==> src/rtl/hex_seq.sv <==
// hex_seq: DIGITS-nibble hex value to TM1637 seven-segment bytes, issued as the
// three-frame TM1637 command sequence. Optional HEX_SEQ_LEADING_BLANK_EN blanks leading zeros.
module hex_seq #(
  parameter int unsigned DIGITS = 4
) (
  input  logic                  clk,
  input  logic                  rst,
  input  logic [4*DIGITS-1:0]   data_in,
  input  logic [DIGITS-1:0]     dp_in,
  input  logic [2:0]            bright_in,
  input  logic                  disp_on,
  input  logic                  data_latch,
  output logic                  busy,
  output logic [7:0]            tm_byte,
  output logic                  tm_start,
  output logic                  tm_stop,
  output logic                  tm_latch,
  input  logic                  tm_busy
);

  localparam int unsigned DW    = 4 * DIGITS;
  localparam int unsigned CW    = (DIGITS > 1) ? $clog2(DIGITS) : 1;
  localparam int unsigned NSLOT = 2 ** CW;
  localparam logic [CW-1:0] LAST_DIGIT = CW'(DIGITS - 1);

  typedef enum logic [2:0] {IDLE, CMD1, ADDR, DATA, CMD3, WAIT} state_t;

  state_t        state, state_nx;
  state_t        last, last_nx;
  logic [CW-1:0] cnt, cnt_nx;
  logic          skip, skip_nx;
  logic          pend, pend_nx;
  logic          capture;

  logic [DW-1:0]     data_q;
  logic [DIGITS-1:0] dp_q;
  logic [2:0]        bright_q;
  logic              on_q;

  logic [7:0] byte_d;
  logic       start_d, stop_d, latch_d, busy_d;

  logic [3:0] nib      [DIGITS];
  logic       blank    [DIGITS];
  logic [7:0] dig_byte [NSLOT];

  function automatic logic [6:0] seg7(input logic [3:0] n);
    logic [6:0] s;
    unique case (n)
      4'h0: s = 7'h3F;
      4'h1: s = 7'h06;
      4'h2: s = 7'h5B;
      4'h3: s = 7'h4F;
      4'h4: s = 7'h66;
      4'h5: s = 7'h6D;
      4'h6: s = 7'h7D;
      4'h7: s = 7'h07;
      4'h8: s = 7'h7F;
      4'h9: s = 7'h6F;
      4'hA: s = 7'h77;
      4'hB: s = 7'h7C;
      4'hC: s = 7'h39;
      4'hD: s = 7'h5E;
      4'hE: s = 7'h79;
      default: s = 7'h71;
    endcase
    return s;
  endfunction

  // Per-digit segment bytes from the captured value; digit 0 is the leftmost nibble.
`ifdef HEX_SEQ_LEADING_BLANK_EN
  logic lead [DIGITS];
`endif
  for (genvar g = 0; g < DIGITS; g++) begin : g_dig
    localparam int unsigned SH = 4 * (DIGITS - 1 - g);
    assign nib[g] = data_q[SH +: 4];
`ifdef HEX_SEQ_LEADING_BLANK_EN
    if (g == 0) begin : g_first
      assign lead[g] = (nib[g] == 4'h0);
    end else begin : g_rest
      assign lead[g] = lead[g-1] && (nib[g] == 4'h0);
    end
    if (g == DIGITS - 1) begin : g_last
      assign blank[g] = 1'b0;
    end else begin : g_lead
      assign blank[g] = lead[g];
    end
`else
    assign blank[g] = 1'b0;
`endif
    assign dig_byte[g] = {dp_q[DIGITS-1-g], blank[g] ? 7'h00 : seg7(nib[g])};
  end

  for (genvar g = DIGITS; g < NSLOT; g++) begin : g_pad
    assign dig_byte[g] = 8'h00;
  end

  // State register plus sequencing context.
  always_ff @(posedge clk or negedge rst) begin
    if (!rst) begin
      state <= IDLE;
      last  <= IDLE;
      cnt   <= '0;
      skip  <= 1'b0;
      pend  <= 1'b0;
    end else begin
      state <= state_nx;
      last  <= last_nx;
      cnt   <= cnt_nx;
      skip  <= skip_nx;
      pend  <= pend_nx;
    end
  end

  always_ff @(posedge clk or negedge rst) begin
    if (!rst) begin
      data_q   <= '0;
      dp_q     <= '0;
      bright_q <= '0;
      on_q     <= 1'b0;
    end else if (capture) begin
      data_q   <= data_in;
      dp_q     <= dp_in;
      bright_q <= bright_in;
      on_q     <= disp_on;
    end
  end

  // Next state: capture cycle in IDLE, one cycle per issuing state, WAIT skips one then tracks tm_busy.
  always_comb begin
    state_nx = state;
    last_nx  = last;
    cnt_nx   = cnt;
    skip_nx  = skip;
    pend_nx  = pend;
    capture  = 1'b0;
    unique case (state)
      IDLE: begin
        if (pend) begin
          state_nx = CMD1;
          pend_nx  = 1'b0;
          cnt_nx   = '0;
        end else if (data_latch) begin
          capture = 1'b1;
          pend_nx = 1'b1;
        end
      end
      CMD1, ADDR, DATA, CMD3: begin
        last_nx  = state;
        state_nx = WAIT;
        skip_nx  = 1'b1;
      end
      WAIT: begin
        if (skip) begin
          skip_nx = 1'b0;
        end else if (!tm_busy) begin
          unique case (last)
            CMD1: state_nx = ADDR;
            ADDR: begin
              state_nx = DATA;
              cnt_nx   = '0;
            end
            DATA: begin
              if (cnt == LAST_DIGIT) begin
                state_nx = CMD3;
              end else begin
                state_nx = DATA;
                cnt_nx   = cnt + CW'(1);
              end
            end
            default: state_nx = IDLE;
          endcase
        end
      end
      default: state_nx = IDLE;
    endcase
  end

  // Output decode from the next state so the registered strobe coincides with the issuing state.
  always_comb begin
    byte_d  = 8'h00;
    start_d = 1'b0;
    stop_d  = 1'b0;
    latch_d = 1'b0;
    busy_d  = (state_nx != IDLE);
    unique case (state_nx)
      CMD1: begin
        byte_d  = 8'h40;
        start_d = 1'b1;
        stop_d  = 1'b1;
        latch_d = 1'b1;
      end
      ADDR: begin
        byte_d  = 8'hC0;
        start_d = 1'b1;
        latch_d = 1'b1;
      end
      DATA: begin
        byte_d  = dig_byte[cnt_nx];
        stop_d  = (cnt_nx == LAST_DIGIT);
        latch_d = 1'b1;
      end
      CMD3: begin
        byte_d  = on_q ? {5'b10001, bright_q} : 8'h80;
        start_d = 1'b1;
        stop_d  = 1'b1;
        latch_d = 1'b1;
      end
      default: ;
    endcase
  end

  always_ff @(posedge clk or negedge rst) begin
    if (!rst) begin
      busy     <= 1'b0;
      tm_byte  <= 8'h00;
      tm_start <= 1'b0;
      tm_stop  <= 1'b0;
      tm_latch <= 1'b0;
    end else begin
      busy     <= busy_d;
      tm_byte  <= byte_d;
      tm_start <= start_d;
      tm_stop  <= stop_d;
      tm_latch <= latch_d;
    end
  end

endmodule

==> config.mk <==
export PLATFORM = sky130hd
export DESIGN_NAME = hex_seq
export DESIGN_NICKNAME = d
export VERILOG_FILES = /design/src/rtl/hex_seq.sv
export SDC_FILE = /design/constraint.sdc
export NUM_CORES = 1
export LEC_CHECK = 0
export CAP_MARGIN = 20
export CORE_MARGIN = 3
export CORE_UTILIZATION = 40
export DETAILED_ROUTE_END_ITERATION = 12
export PLACE_DENSITY_LB_ADDON = 0.12
export SETUP_SLACK_MARGIN = 0.3
export SLEW_MARGIN = 20
export SYNTH_ARGS = -nofsm -noshare
export SYNTH_HDL_FRONTEND = slang
export SYNTH_SLANG_ARGS = --single-unit
==> constraint.sdc <==
create_clock -name clk -period 2.1 [get_ports clk]
set_input_delay 0.21 -clock clk [delete_from_list [all_inputs] [get_ports clk]]
set_output_delay 0.21 -clock clk [all_outputs]
set_load 0.02 [all_outputs]
* Yosys cells after proc, flatten, opt, wreduce, memory -nomap -nowiden *
Memories as Yosys holds them, arrays and structs flattened.
Index checks and enable logic that the tools add are counted.

word-level totals
  flip-flop bits (word level) = 46
  bits in latches = 0
  memory bits (writable) = 0
  bits in read-only memories = 448
  input port bits = 28
  output and inout port bits = 12
  memories kept = 4

cells by class
  add/sub/neg operators = 1
  multipliers = 0
  divide/modulo/power cells = 0
  $lt $le $gt $ge = 1
  equal/unequal tests = 14
  shift-type cells = 0
  multiplexer cells = 24
  bitwise operators = 1
  reduce and logical (&&, ||, !) cells = 7

memories
  name             words  bits a word  rd ports  clocked after Yosys merged registers in  write ports  line  RTL
  (no name shown)  16     7            1         0                                        0            49    unique case (n)
  (no name shown)  16     7            1         0                                        0            49
  (no name shown)  16     7            1         0                                        0            49
  (no name shown)  16     7            1         0                                        0            49

operators by type and width
  cell                 number
  $pmux 8 s4           1
  $eq 3x2->1 const B   6
  $pmux 3 s3           2
  $bmux 8 s2           1
  $mux 8               2
  $mux 3               4
  $eq 3x1->1 const B   3
  $eq 3x3->1 const B   3
  $mux 2               4
  $pmux 2 s2           2
  $reduce_or 4->1      2
  $mux 1               5
  $eq 2x2->1 const B   2
  $mux 4               1
  $pmux 1 s2           2
  $ge 3x3->1 const B   1
  $logic_not 3->1      1
  $not 2->3            1
  $reduce_bool 3->1    1
  $reduce_or 3->1      1
  $add 2x1->2 const B  1
  $reduce_bool 2->1    1
  $reduce_or 2->1      1

* Depth between registers and ports, before layout *
Gate-level depths: netlist (run 1).

  word-level depth = 11
  depth in mapped cells = 7
  gate-level depth less buffers = 7

* Worst setup path after synthesis (run 1) *
No wires, ideal clock.

  path kind = reg2reg
  from = register state[0]
  to = register tm_byte[1]
  setup time = 126 ps
  data arrival time = 1991 ps
  path slack = -17 ps
  cell stages (with the launch flop) = 6
  path buffers = 0
  period minus slack after synthesis = 2117 ps
  cells stage by stage = dfrtp_1 > or4b_1 > o211a_4 > nor2_8 > mux2_2 > a221o_1

on the way
  cells in the longest elaborated chain, start to end = 7
  elaborated cells between the ends (all ways) = 21

ends and longest elaborated chain
  what                                                  line  RTL
  start: declaration                                    28    state_t state, state_nx;
  start signal: assignment                              107   state <= state_nx;
  $eq 3x3->1 / $logic_not 3->1 (equally long branches)  137   unique case (state)
  $pmux 2 s2                                            137
  $not 2->3 (not written as such)                       199   byte_d = dig_byte[cnt_nx];
  $bmux 8 s2                                            199
  $mux 8 (not written as such) (2 in a row)             199
  $pmux 8 s4 (*)                                        186   unique case (state_nx)
  via byte_d[1]                                         40    logic [7:0] byte_d;
  end signal: assignment                                222   tm_byte <= byte_d;
  end: declaration                                      14    output logic [7:0] tm_byte,

The timed path passes the listed nets; every way through them passes the cells marked *. The select of a mux whose other input is x is not followed.
A chain may end at the register's enable or synchronous reset.

* Final worst setup path (run 1) *
  from = register state[0]
  to = register tm_byte[3]

on the way
  elaborated cells between the ends (all ways) = 21

RTL lines
  what                                              line
  $eq 3x1->1, or another cell as far along          137
  $reduce_or 4->1 / $mux 3 (equally long branches)  137, 154
  $pmux 3 s3 (*)                                    137
  via state_nx[0]                                   28
  $eq 3x3->1, or another cell as far along          186
  $pmux 8 s4 (*)                                    186
  via byte_d[3]                                     40

Marked as above.

==> impl_results.md, run 1 <==
* TNS Setup at 0 ns
* VDD IR max at a little over 700 uV
* Vias in the first global route at 2472
* Syn Inst Count at 295
* Tcrit/Tclk final at 0.9897
* Clk Latency, worst-skew pair at approximately 0.30 ns
* Final ANT Viol Nets at 0
* Compound-cell area share of the yosys netlist at 0.1789
* Post-synthesis mux area share at 0.1769
* Inst Count DP at around 450
* Ant. Diodes at 0
* Max Root-Sink Buffers at 2
* Achievable Freq at 481.2 MHz
* CP arrival at 2.27 ns
* Non-filler instance count after layout at 471
* Hold WC Path Type: input pin to async pin
* Initial antenna violation count at 0
* Hpwl dp at 5738 um
* Worst-Margin Slew at 0.4683 ns
* Seq. cell area at 1154 um2
* RR Startpoint: state[0]
* Routed wire per std cell at ~16 um
* Worst Reg-to-Reg Cells at 7
* Largest net degree at the start of global routing at 26
* Main combinational cell family by area after synthesis: compound AO/OA/AOI/OAI gates
* RSZ-0062 raised after global routing: true
* Initial core utilization at 0.4194
* DR pass1 iterations at 4
* Die area at between 8000 and 9000 um2
* DIE HEIGHT at roughly 94 um
* Clock skew at between 0.002 and 0.003 ns
* Startpoint types: register
* Total Routing Usage GR at 0.1799
* Slowest-stage cell, CP: or4_4
* Leak pwr at 1.781 nW
* IO Count at 40
* Core Region at ~7400 um2
* TritonCTS Sinks at 46
* Crit Path Max Fanout at 7
* Routed WL at 7449 um
* Critical path cell sequence: buf_6 -> or4_4 -> a32oi_4 -> inv_2 -> and2_4 -> o211a_1 -> a211o_1
* Synthesized area per cell at 10.48 um2
* # fillers at 695
* Slew headroom at 0.6878
* Layout cells sized above 1 at 0.3065
* Reg-to-Reg End: tm_byte[3]
* H-Tree Depth at 2
* Critical setup path kind: register to register
* First-pass GRT wire length at 12360 um
* Iter 0 DRT Violations at 83
* R2r setup slk at 0.02 ns
* Root buf cell: clkbuf_8
* Register area share after synthesis at 0.3725
* Final setup fails at 0
* Final-stage net count at 419
* CTS tree: built
* Final-report max-slew violation count at 0
* Syn Nets at between 300 and 400
* Post-synthesis simple-gate area fraction at 0.1389
* Slowest stage delay, CP at 0.54 ns
* Util after Layout at 0.5559
* Asr flop ratio synth at 1.000
* Final min period at between 2 and 2.5 ns
* Final Hold Vio Count at 0
* Number of max-cap violations at 0
* Status: completed
* Row count at 31
* FF+latch count, synth at 46
* Commonest non-fill, non-tap cell in the layout: dfrtp_1
* Synth Flop Type: dfrtp_1
* Footprint of the multi-input gates at 1903 um2
* Chip width at between 90 and 100 um
* Gpl congestion at 0.8698
* Number of port buffers at 39
* Dpl ws at -0.2204 ns
* Vias at around 2500
* Setup crit end kind: register
* Synthesized area at 3090 um2
* Clk slew on worst S/H paths at 0.09 ns
* Total global routing overflow at 0
* Yosys cell types at 57
* Setup WS post-layout at 0.02165 ns
* Warnings, synthesis at 0
* Pwr Total at 5.416 mW
* Pwr per Cell Area at 1322 nW/um2
* Syn-to-layout area delta at 32.55%
* Via density per instance at 5.382
* Commonest non-fill, non-tap cells in the layout: dfrtp_1, buf_4, clkdlybuf4s50_1
* Required @ worst endpoint at ~2.3 ns
* Xor and xnor area share after synthesis at 0
* Num CTS Buffers at 5
* Residual DRC at 0
* Post-synth EDFFs at 0
* Synth Area in Adders at 0.08421
-- cell families (layout without fill, tap and decap cells) --
logic type	count (synthesis)	after routing
AND/OR/NAND/NOR	73	73
AO/OA/AOI/OAI	72	72
flip-flops	46	46
multiplexers	44	44
buffers and inverters	39	116
adder cells (fa/ha/maj)	21	21
-- worst max-delay path, delay by kind of cell (launching register included) --
| family | cells | cell delay, ns |
|---|---|---|
| buffers and inverters | 2 | 0.23 |
| DFF | 1 | 0.44 |
| and+or+nand+nor | 2 | 0.70 |
| AOI/OAI and AO/OA | 3 | 0.60 |
-- sequential cells by signal (all words and copies together), names as in the netlist --
name,flops
on_q,1
tm_stop,1
tm_byte,8
pend,1
tm_start,1
data_q,16
busy,1
last,3
tm_latch,1
cnt,2
skip,1
bright_q,3
state,3
dp_q,4
-- Yosys cell counts, drive strengths merged, types with 3 or more instances --
master,number,area share
nand2,13,0.016
nor3,9,0.015
o221ai,4,0.011
a211oi,4,0.0097
o2111ai,3,0.0085
nand3,4,0.0065
a32oi,3,0.011
mux2i,13,0.042
a2111oi,3,0.015
ha,20,0.081
buf,3,0.0040
a2bb2oi,3,0.0085
a21oi,13,0.021
a221o,3,0.0097
mux2,25,0.091
inv,25,0.031
and2,3,0.0061
o21ai,15,0.024
and3,3,0.0061
nor2b,7,0.014
nand2b,8,0.016
mux4,6,0.044
o32ai,4,0.011
o211ai,5,0.012
clkbuf,11,0.013
nor2,12,0.020
dfrtp,46,0.37
-- area by class of cell --
class	instances	area share
Timing Repair Buffer	83	0.1781
Tap cell	99	0.03024
Clock inverter	3	0.005192
Sequential cell	46	0.2816
Inverter	25	0.02352
Multi-Input combinational cell	210	0.4646
Clock buffer	5	0.01680
-- worst max path at each step --
stage / cells past startpoint / from / slack [ns] / end
after global routing: 7 / state[2] / -0.08 / tm_byte[2]
after CTS: 6 / state[1] / 0.03 / tm_byte[5]
after floorplan: 6 / state[1] / 0.06 / tm_byte[5]
final: 7 / state[0] / 0.02 / tm_byte[3]
after detailed placement: 7 / tm_busy / -0.22 / tm_byte[6]
after global placement: 7 / tm_busy / -0.18 / tm_byte[5]
-- power breakdown --
group | switching (mW) | internal, mW
Sequential | 0.565 | 1.25
Clock | 0.318 | 0.234
Combinational | 1.38 | 1.67
-- metal layers --
layer | share of wire | global-route usage
met1 | 0.45 | 0.2366
met2 | 0.51 | 0.3105
met3 | 0.030 | 0.02644
met4 | 0.0098 | 0.04332
met5 | 0 | 0
-- repair_timing --
| action | CTS | global route |
|---|---|---|
| gates resized for setup | 9 | 19 |
| hold buffers | 1 | 0 |
| endpoints found under the setup margin | 12 | 13 |
| hold endpoints to repair | 16 | 0 |
| setup buffers | 5 | 5 |
| pin swaps | 3 | 4 |
-- metrics by stage --
stage	hold slack, ns	instance area (um2)
CTS	0.3793	3975
global route	0.3962	4096
floorplan	-0.08559	3117
detailed placement	0.1725	3815
finish	0.3669	4096
global placement	0.1743	3815
Power figures use the tool's default switching activity.
==> run 2: changes to the inputs <==
--- a/config.mk
+++ b/config.mk
@@ -8,6 +8,7 @@
 export CAP_MARGIN = 20
 export CORE_MARGIN = 3
 export CORE_UTILIZATION = 40
+export CTS_CLUSTER_DIAMETER = 60
 export DETAILED_ROUTE_END_ITERATION = 12
 export PLACE_DENSITY_LB_ADDON = 0.12
 export SETUP_SLACK_MARGIN = 0.3
==> results of run 2 <==
Final layout, timing and power as in run 1 (identical DEF).
==> run 3: changes to the inputs <==
--- a/config.mk
+++ b/config.mk
@@ -10,7 +10,7 @@
 export CORE_UTILIZATION = 40
 export CTS_CLUSTER_DIAMETER = 60
 export DETAILED_ROUTE_END_ITERATION = 12
-export PLACE_DENSITY_LB_ADDON = 0.12
+export HOLD_SLACK_MARGIN = 0.02
 export SETUP_SLACK_MARGIN = 0.3
 export SLEW_MARGIN = 20
 export SYNTH_ARGS = -nofsm -noshare
==> run 3 against run 2 <==
Critical path depth is the same. Count of clock-buffer cells in the layout is the same. Critical path type unchanged. Clock power grew 23%. First-iteration DRC count grew 40%. Sequential share of layout area shrank 0.77 points. Total power grew 4.3%. Largest power group unchanged.
==> impl_results.md, run 3 (same netlist as run 1, synthesis figures left out) <==
* Status: completed
* Gpl congestion at 0.8760
* Final Hold Vio Count at 0
* IO Count at 40
* Setup WS post-layout at 0.01924 ns
* Core Region at 7370 um2
* Achievable Freq at 480.6 MHz
* Commonest non-fill, non-tap cells in the layout: dfrtp_1, buf_4, clkdlybuf4s50_1
* First-pass GRT wire length at about 13000 um
* Most flops, register: data_q
* Num CTS Buffers at 5
* Initial core utilization at 0.4194
* # fillers at 656
* Final-stage net count at about 420
* Number of max-cap violations at 0
* Required @ worst endpoint at 2.30 ns
* Total global routing overflow at 0
* Iter 0 DRT Violations at approximately 120
* DP Area at 3855 um2
* Slew headroom at 0.6155
* Final-report max-slew violation count at 0
* VDD IR max at 727.9 uV
* Design area at 4212 um2
* Root buf cell: clkbuf_8
* TritonCTS Sinks at 46
* Number of port buffers at 39
* Largest net degree at the start of global routing at 26
* Clk Latency, worst-skew pair at about 0.3 ns
* Total Routing Usage GR at 0.1788
* CP arrival at roughly 2.3 ns
* Max reg flops at 16
* Inst Count DP at 454
* Setup crit end kind: register
* H-Tree Depth at 2
* Final setup fails at 0
* Pwr per Cell Area at 1342 nW/um2
* Layout cells sized above 1 at 0.3245
* Commonest non-fill, non-tap cell in the layout: dfrtp_1
* Vias at approximately 2500
* Row count at 31
* DIE HEIGHT at 93.90 um
* Final min period at about 2.1 ns
* Residual DRC at 0
* Worst-Margin Slew at 0.5768 ns
* Via density per instance at 5.356
* CTS tree: built
* Hold WC Path Type: input pin to async pin
* Hpwl dp at 5605 um
* DR pass1 iterations at 4
* Non-filler instance count after layout at about 480
* Final ANT Viol Nets at 0
* Startpoint types: register
* Leak pwr at 1.824 nW
* R2r setup slk at 0.02 ns
* Clk slew on worst S/H paths at approximately 0.1 ns
* Chip width at 93.90 um
* Vias in the first global route at between 2000 and 3000
* Dpl ws at -0.2281 ns
* Regs by FF count: data_q (16), tm_byte (8), dp_q (4)
* Initial antenna violation count at 0
* Die area at 8817 um2
* Crit Path Max Fanout at 6
* Ant. Diodes at 0
* Critical setup path kind: register to register
* Tcrit/Tclk final at 0.9908
* Routed wire per std cell at 15.80 um
* Max Root-Sink Buffers at 2
* RSZ-0062 raised after global routing: true
* Clock skew at 0.009993 ns
* Routed WL at 7503 um
* Syn-to-layout area delta at 36.28%
==> run 3: changes by cell type in the layout (fill, tap and decap cells not counted), sizes merged <==
cell      delta
inv          +1
clkinv       -1
clkinvlp     -1
bufinv       +1
buf          +4
==> run 3: layout make-up <==
class,instances,area [um2],area share
timing repair buffer,87,792.0,0.1881
tap,99,123.9,0.02941
clock inverter,3,43.79,0.01040
sequential,46,1154,0.2739
clock buffer,5,68.82,0.01634
inverter,25,96.34,0.02288
multi-input combinational,210,1933,0.4590
==> run 3: metrics by stage <==
stage | power [mW] | setup TNS, ns | util | hold WS (ns)
2_1_floorplan | 3.694 | 0 | - | -0.08559
3_3_place_gp | 4.579 | -1.326 | 0.5231 | 0.2267
3_5_place_dp | 4.646 | -1.685 | 0.5231 | 0.2280
4_1_cts | 5.474 | 0 | 0.5531 | 0.4323
5_1_grt | 6.109 | -0.06490 | 0.5715 | 0.4648
6_report | 5.650 | 0 | 0.5715 | 0.4303
==> run 3: timing repair <==
action | CTS | global route
endpoints found under the setup margin | 12 | 13
resized for setup | 17 | 17
hold buffers | 1 | 0
endpoints found under the hold margin | 21 | 0
buffers inserted | 5 | 7
pin swaps | 12 | 8
==> run 3: metal layers <==
metal  vias up  track usage  wire length, um
li1       1258            -                -
met5         -            0                0
met3         4      0.02244              226
met2        42       0.3140             3769
met1      1240       0.2360             3452
met4         0      0.03610               55
==> run 3: final timing paths <==
check                           start         end  cells past startpoint
min                               rst  tm_byte[3]                      2
min in group clk           data_in[0]   data_q[0]                      2
max                          state[1]  tm_byte[3]                      7
max in group asynchronous         rst  data_q[10]                      3
min reg2reg                   dp_q[0]     dp_q[0]                      1
max reg2reg                  state[1]  tm_byte[3]                      7
==> run 3: critical path: stages, from the launching register on <==
cell and delay (ns):
dfrtp_2 0.47, buf_4 0.17, or4_4 0.51, a32oi_2 0.22, inv_2 0.11, and2_4 0.19, o211a_1 0.11, a211o_1 0.22
==> run 3: power breakdown <==
part / leakage, nW / switching [mW] / total [mW] / internal (mW)
clock network: 0.0585 / 0.323 / 0.680 / 0.357
registers: 0.586 / 0.564 / 1.81 / 1.25
logic: 1.18 / 1.43 / 3.16 / 1.73
total: 1.82 / 2.32 / 5.65 / 3.33
==> edit: new RTL, settings of run 2 <==
The option `HEX_SEQ_LEADING_BLANK_EN` is turned on by a define.
--- a/src/rtl/hex_seq.sv
+++ b/src/rtl/hex_seq.sv
@@ -1,5 +1,7 @@
 // hex_seq: DIGITS-nibble hex value to TM1637 seven-segment bytes, issued as the
 // three-frame TM1637 command sequence. Optional HEX_SEQ_LEADING_BLANK_EN blanks leading zeros.
+`define HEX_SEQ_LEADING_BLANK_EN
+
 module hex_seq #(
   parameter int unsigned DIGITS = 4
 ) (
Behaviour: not the same (Yosys sat finds a counterexample within 10 cycles, from zero or initial values and one cycle with rst low).
==> edit against run 2 <==
  * The flow now finishes with violations (negative setup slack)
  * Final cell count increased by 12%
  * Critical endpoint is now tm_byte[6]
  * Power increased by 8.4%
  * Final area increased by 8.4%
  * Worst setup slack got worse by 0.10 ns
  * Synthesized cell count increased by 12%
  * Hold slack got worse by 0.011 ns
  * Combinational power increased by 23%
  * Largest cell class unchanged
  * Via count increased by 7.5%
  * Die area increased by 3.2%
  * Routed wire length increased by 5.6%
  * Area after synthesis increased by 3.4%
  * Sequential cell count unchanged
  * Core utilization increased by 3.7 points
==> edit: results (changes against run 2) <==
- Final Wtd Congestion: 0.856 (-1.6%)
- Total negative slack: -0.109 ns (-0.109 ns)
- Max stage delay cell, worst path: or4_1
- Failing checks: negative setup slack
- Nets@finish: 473 (+13%)
- DP Wirelength: 5.80 mm (+1.1%)
- Synth top cells by count: dfrtp_1, nand2_1, mux2_2, inv_1, nor2_1
- Pin count of the biggest net entering global routing: 26 (unchanged)
- CP max FO: 2 (-5)
- Status: finished, violations left
- First-pass GRT wire length: 13.1 mm (+5.7%)
- Initial core utilization: 0.427 (+0.00769)
- ANT cells: 0 (unchanged)
- Share of post-route cells with drive strength above 1: 0.330 (+0.0238)
- Synth top area cells: dfrtp_1, mux2_2, ha_1
- Distinct cells, synth: 62 (+8.8%)
- Setup crit end kind: flip-flop
- Clk slew on worst S/H paths: 0.09 ns (about the same)
- CP arrival: 2.38 ns (+0.11 ns)
- Fillers: 643 (-7.5%)
- Per-cell routed wire length: 15.0 µm (-5.4%)
- Clk buf depth: 2 (unchanged)
- Worst min-delay path category: in -> async
- Async SR Flop Fraction: 1.00 (unchanged)
- Post-Syn Nets: 377 (+9.9%)
- Cell total after placement: 503 (+11%)
- FF-to-FF path depth: 8 (+1)
- Initial antenna violation count: 0 (unchanged)
- DR vias/cell: 5.18 (-3.7%)
- Max reg flops: 16 (unchanged)
- All-Layer GR Usage: 0.184 (+0.00392)
- DR vias: 2726 (+7.5%)
- Drt first pass iters: 4 (unchanged)
- Ys flop type: dfrtp_1
- Initial drt markers: 140 (+69%)
- Post-place setup slack: -0.341 ns (-0.120 ns)
- Worst setup path end: tm_byte[6]
- Largest regs: data_q: 16 flops, tm_byte: 8 flops, dp_q: 4 flops
- Crit Path Category: reg -> reg
- Sequential cell area fraction in the yosys report: 0.360 (-0.0124)
- Clock root buffer: clkbuf_8
- Final WS setup: -0.0827 ns (-0.104 ns)
- I/O Buffers: 39 (unchanged)
- Worst relative slew slack: 0.711 (+0.0236)
- YS warnings: 0 (unchanged)
- Final setup viols: 4 (+4)
- P_leak: 1.97 nW (+10%)
- Worst reg2reg startpoint: data_q[12]
- Critical path's largest stage delay: 0.45 ns (-0.09 ns)
- Syn_area_per_cell: 9.69 µm² (-7.5%)
- Fin Clk Skew: 0.00696 ns (+0.00442 ns)
- Switching Share: 0.411 (-0.00708)
- Peak VDD IR: 0.668 mV (-5.3%)
- Reg2reg setup slack: -0.08 ns (-0.10 ns)
edit: cell count changes after synthesis, moves of 4 or more:
cell / run 2 / this run
a21oi_1: 13 / 20
nor3_1: 9 / 5
nor2_1: 11 / 23
nand2_1: 13 / 27
edit: routing by layer:
| layer | up-vias | wire (µm) | global-route usage |
|---|---|---|---|
| li1 | 1386 | - | - |
| met4 | 0 | 136 | 0.0569 |
| met2 | 44 | 3600 | 0.295 |
| met5 | - | 0 | 0 |
| met1 | 1286 | 3860 | 0.255 |
| met3 | 10 | 272 | 0.0292 |
edit: metrics by stage:
stage | hold slack, ns | cell area, µm²
after floorplan | -0.0856 | 3240
after global placement | 0.171 | 4060
after detailed placement | 0.174 | 4060
after CTS | 0.364 | 4310
after global routing | 0.393 | 4440
final | 0.356 | 4440
edit: kinds of logic (layout without fill, tap and decap cells):
kind of cell    after synthesis  after routing  share of synthesized area
compound gates               81             81                      0.180
mux                          44             44                      0.161
simple gates                 97             97                      0.167
flops                        46             46                      0.360
buf+inv                      43            140                     0.0567
fa+ha+maj                    19             19                     0.0744
edit: area by class of cell:
| type | instances | area [µm²] | share of cell area |
|---|---|---|---|
| clock inverter | 3 | 43.8 | 0.00986 |
| clock buffer | 5 | 68.8 | 0.0155 |
| timing repair buffer | 109 | 958 | 0.216 |
| multi-input combinational | 241 | 2010 | 0.452 |
| inverter | 23 | 86.3 | 0.0194 |
| tap | 99 | 124 | 0.0279 |
| sequential | 46 | 1150 | 0.259 |
edit: worst min-delay path by stage:
stage	from	end	slack, ns	cells past startpoint
final	rst	data_q[9]	0.36	2
after CTS	rst	data_q[9]	0.36	2
after floorplan	rst	bright_q[0]	-0.09	0
after detailed placement	rst	data_q[9]	0.17	1
after global placement	rst	data_q[9]	0.17	1
after global routing	rst	tm_byte[6]	0.39	2
edit: timing repair:
| action | CTS | global route |
|---|---|---|
| endpoints found under the hold margin | 14 | 0 |
| gates resized for setup | 20 | 21 |
| setup endpoints to repair | 35 | 35 |
| pin swaps | 5 | 9 |
| setup buffers | 8 | 5 |
| hold buffers | 1 | 0 |
| cloned | 0 | 1 |
edit: power by group through the flow:
stage,Combinational [mW],Sequential (mW),Clock [mW]
detailed placement,3.34,1.44,0
CTS,3.57,1.43,0.716
floorplan,2.16,1.45,0
global route,4.14,1.48,0.746
finish,3.76,1.43,0.681
global placement,3.31,1.44,0
